===== src/rtl/demux_1x8_nbit_stream.sv =====
// Purpose: route one N-bit stream word to one of eight registered output channels (explicit index or round-robin).
// Latency: 1 cycle from accept to the word being visible on f<dest>.
// Backpressure: in_ready drops only when the selected channel is full and its consumer is not taking the word.
//
// Ports:
//   clk, rst_n          clock, asynchronous active-low reset
//   w, in_valid         incoming word and its valid
//   in_ready            combinational: selected channel is empty or draining this cycle
//   s, auto_mode        explicit channel index, or 1 = use round-robin pointer
//   f0..f7, f_valid     per-channel held word and valid bit
//   f_ready             per-channel consumer accept
//   ptr, cnt, busy      round-robin pointer, accepted-word count (mod 256), any channel occupied
module demux_1x8_nbit_stream #(
    parameter int N = 3
) (
    input  logic         clk,
    input  logic         rst_n,
    input  logic [N-1:0] w,
    input  logic [2:0]   s,
    input  logic         auto_mode,
    input  logic         in_valid,
    output logic         in_ready,
    output logic [N-1:0] f0,
    output logic [N-1:0] f1,
    output logic [N-1:0] f2,
    output logic [N-1:0] f3,
    output logic [N-1:0] f4,
    output logic [N-1:0] f5,
    output logic [N-1:0] f6,
    output logic [N-1:0] f7,
    output logic [7:0]   f_valid,
    input  logic [7:0]   f_ready,
    output logic [2:0]   ptr,
    output logic [7:0]   cnt,
    output logic         busy
);

    logic [N-1:0] f_q [8];
    logic [2:0]   dest;
    logic         accept;
    logic [7:0]   load;
    logic [7:0]   consume;

    always_comb begin
        dest     = auto_mode ? ptr : s;
        // A full channel can still take a new word if its consumer drains it in the same cycle.
        in_ready = !f_valid[dest] || f_ready[dest];
        accept   = in_valid && in_ready;
        load     = accept ? (8'b1 << dest) : 8'h00;
        consume  = f_valid & f_ready;
    end

    always_ff @(posedge clk or negedge rst_n) begin
        if (!rst_n) begin
            for (int k = 0; k < 8; k++) begin
                f_q[k] <= '0;
            end
            f_valid <= 8'h00;
            ptr     <= 3'd0;
            cnt     <= 8'd0;
        end else begin
            for (int k = 0; k < 8; k++) begin
                if (load[k]) begin
                    f_q[k] <= w;
                end
            end
            // Load wins over consume so a simultaneous drain+refill keeps the channel valid.
            f_valid <= load | (f_valid & ~consume);
            if (accept) begin
                cnt <= cnt + 8'd1;
                if (auto_mode) begin
                    ptr <= ptr + 3'd1;
                end
            end
        end
    end

    assign f0   = f_q[0];
    assign f1   = f_q[1];
    assign f2   = f_q[2];
    assign f3   = f_q[3];
    assign f4   = f_q[4];
    assign f5   = f_q[5];
    assign f6   = f_q[6];
    assign f7   = f_q[7];
    assign busy = |f_valid;

endmodule


===== config.mk =====
export PLATFORM = sky130hd
export DESIGN_NAME = demux_1x8_nbit_stream
export DESIGN_NICKNAME = d
export VERILOG_FILES = /design/src/rtl/demux_1x8_nbit_stream.sv
export SDC_FILE = /design/constraint.sdc
export NUM_CORES = 1
export LEC_CHECK = 0
export CORE_MARGIN = 2
export CORE_UTILIZATION = 47
export CTS_CLUSTER_SIZE = 25
export DETAILED_ROUTE_END_ITERATION = 8
export HOLD_SLACK_MARGIN = 0.05
export PLACE_DENSITY_LB_ADDON = 0.2
export SLEW_MARGIN = 15
export SYNTH_ARGS = -nofsm -noshare
export SYNTH_HDL_FRONTEND = slang
export SYNTH_SLANG_ARGS = --single-unit

===== constraint.sdc =====
create_clock -name clk -period 3.51 [get_ports clk]
set_clock_uncertainty 0.2 [all_clocks]
set_input_delay 0.351 -clock clk [delete_from_list [all_inputs] [get_ports clk]]
set_output_delay 0.351 -clock clk [all_outputs]
set_load 0.05 [all_outputs]

==> impl_results.md <==
- Iter 0 DRT Violations: ~110
- Port Buf Inserts: 62
- Syn Area/Cell: approximately 13 um^2
- Synth Flop Type: dfrtp_1
- Num rows: 24
- Static leakage: 1.26 nW
- CTS tree: built
- Final Slew Violations: 0
- Worst-skew pair later-pin latency: 0.30 ns
- Cell variety after synth: 44
- Crit path max fanout: 15
- Crit path time final: 3.00 ns
- Syn Inst Count: approximately 170
- GRT Overall Usage: 19.9%
- Worst rel slew slack: 37.4%
- Synth warn: 0
- Nets: 255
- Area of the core: 0.00432 mm^2
- Syn Std Cell Area: approximately 0.0021 mm^2
- RSZ-0062 raised after global routing: no
- FF-to-FF End: cnt[1]
- TritonCTS Buffers: 5
- Worst vdd ir: between 0.6 and 0.7 mV
- Wire length per cell: 16.4 um
- # diodes: 0
- Worst endpoint required time: approximately 3 ns
- Finish-stage setup viols: 0
- Initial antenna violation count: 0
- Hpwl dp: 3500 um
- EDFF count, synth: 0
- Clock transition at path regs: 0.08 ns
- Worst R2R Start: ptr[0]
- Share of layout cells above drive strength 1: 18.2%
- Max Fclk: 0.334 GHz
- Crit path capture type: output port
- Critical path class: in2out
- First-pass GRT wire length: 7890 um
- Post-CTS Resized: 0
- Clk buf depth: 2
- IO Pins: 63
- Die Wd: 71.0 um
- Total wire length: 4730 um
- Number of synthesized register bits: 43
- Dpl cells: around 280
- Final cycle utilization of the critical path: 85.4%
- Fin cells: 288
- Clock Sinks: 43
- Max-cap violation count: 0
- Worst-Margin Slew: 0.940 ns
- Syn_nets: 187
- Hold depth: 1
- Status: complete, no violations
- Die area: 0.00504 mm^2
- H-tree depth: 2
- Vias in the first global route: ~1600
- Setup_tns: 0 ns
- Initial Utilization: between 40% and 50%
- Worst R2R Setup Slack: 0.85 ns
- CP Launch Type: input port
- GRT Residual Overflow: 0
- WP data arrival: 2.45 ns
- Hold_sp: cnt[7]
- P per Cell Area: between 1000 and 1500 mW/mm^2
- Worst Hold Endpoint: cnt[7]
- RePlAce Congestion: 0.896
- CP Launch Point: auto_mode
- Hold Path Class: reg2reg
- Drt drc: 0
- Pre-Repair DR Iteration Count: 4
- Async S/R FF share, synth: 100%
- Seq/Total Area, Yosys: 51.0%
- Vert. Die Dim: approximately 71 um
- CTS root buf: clkbuf_8
- Pin count of the biggest net entering global routing: 44
- R2r worst-path depth: 6
- Synth-to-Final Area Change: 37.2%
- DR vias/cell: 5.43
- DR vias: ~1600
- Final ANT Viol Nets: 0
- Hold Vio Cnt, Final: 0
-- kinds of logic after synthesis --
family / count (synthesis) / synth area share, %
simple gates: 42 / 12.3
fa+ha+maj: 2 / 1.19
buf+inv: 12 / 2.55
xor+xnor: 9 / 3.74
mux: 35 / 19.3
compound gates: 24 / 9.85
flops: 43 / 51.0
-- critical path, cell delays in order --
cell	delay [ns]
clkdlybuf4s50_1	0.55
buf_4	0.21
nand2_1	0.09
o22ai_1	0.44
a2111o_1	0.31
a2bb2oi_4	0.30
buf_12	0.18
-- area by class of cell --
type	count	area [um^2]
repair buffers	64	643
well taps	52	65.1
inverters	9	33.8
clock buffers	6	82.6
fillers	346	1430
flip-flops and latches	43	1080
clock inverters	2	13.8
multi-input cells	112	978
-- state kept, by name, indices dropped and copies added (netlist names) --
| name | flops |
|---|---|
| ptr | 3 |
| f3 | 3 |
| f2 | 3 |
| f6 | 3 |
| f0 | 3 |
| f5 | 3 |
| f1 | 3 |
| f4 | 3 |
| f_valid | 8 |
| cnt | 8 |
| f7 | 3 |
-- stage by stage --
stage / hold WS (ns) / setup slack [ns] / util (%) / power (mW) / instance area, um^2
floorplan: -0.145 / 0.514 / - / 2.04 / 2110
global placement: 0.260 / 0.408 / 64.4 / 2.61 / 2790
detailed placement: 0.266 / 0.374 / 64.4 / 2.63 / 2790
CTS: 0.277 / 0.524 / 66.9 / 2.98 / 2890
global route: 0.308 / 0.396 / 66.9 / 3.09 / 2890
finish: 0.271 / 0.512 / 66.9 / 2.96 / 2890
-- report_power, final --
part	internal, mW	switching, mW	total, mW	leakage, nW
clock network	0.161	0.176	0.337	0.0516
registers	0.706	0.177	0.883	0.533
logic	0.642	1.10	1.74	0.681
total	1.51	1.45	2.96	1.26
-- worst max path at each step --
stage	to	slack [ns]	depth (start not counted)
after global placement	f0[0]	0.41	8
after CTS	in_ready	0.52	7
after detailed placement	f3[2]	0.37	8
final	in_ready	0.51	7
after floorplan	ptr[1]	0.51	7
after global routing	in_ready	0.40	7
-- placed cells by master (no fill, tap or decap), drive strengths merged, types with 2 or more instances in the layout --
cell type	Yosys	routed
or3b	2	2
and2	3	3
mux2	30	30
nand2	8	8
xor2	2	2
nand4	3	3
xnor2	7	7
nand2b	3	3
nand3	5	5
a211o	2	2
nand3b	2	2
dfrtp	43	43
a21o	4	4
mux2i	5	5
a21oi	3	3
inv	9	10
and4	2	2
or3	2	2
a31oi	2	2
nor4	2	2
clkdlybuf4s50	0	60
buf	1	3
ha	2	2
clkbuf	2	6
o21ai	6	6
and3	7	7
-- layer usage --
layer | wire [um] | vias up | track usage [%]
met5 | 0 | - | 0
met4 | 48 | 0 | 4.40
met3 | 254 | 6 | 4.56
met2 | 2190 | 44 | 31.3
met1 | 2230 | 772 | 28.4
li1 | - | 743 | -
-- Yosys cell counts, types with 3 or more instances --
cell | count | area share (%)
nand2_1 | 8 | 1.4
mux2_1 | 8 | 4.3
nand3_1 | 5 | 1.2
nand2b_1 | 3 | 0.89
nand4_1 | 3 | 0.89
a21o_1 | 4 | 1.4
o21ai_0 | 6 | 1.4
dfrtp_1 | 43 | 51
inv_1 | 9 | 1.6
mux2_2 | 20 | 11
xnor2_1 | 7 | 2.9
mux2i_1 | 4 | 1.9
and3_1 | 4 | 1.2
-- what timing repair did --
item | 4_1_cts | 5_1_grt
endpoints found under the setup margin | 0 | 0
hold endpoints to repair | 43 | 0
hold buffers | 1 | 0
buffers inserted | 0 | 0
No activity file was read; power rests on OpenSTA's default activity.
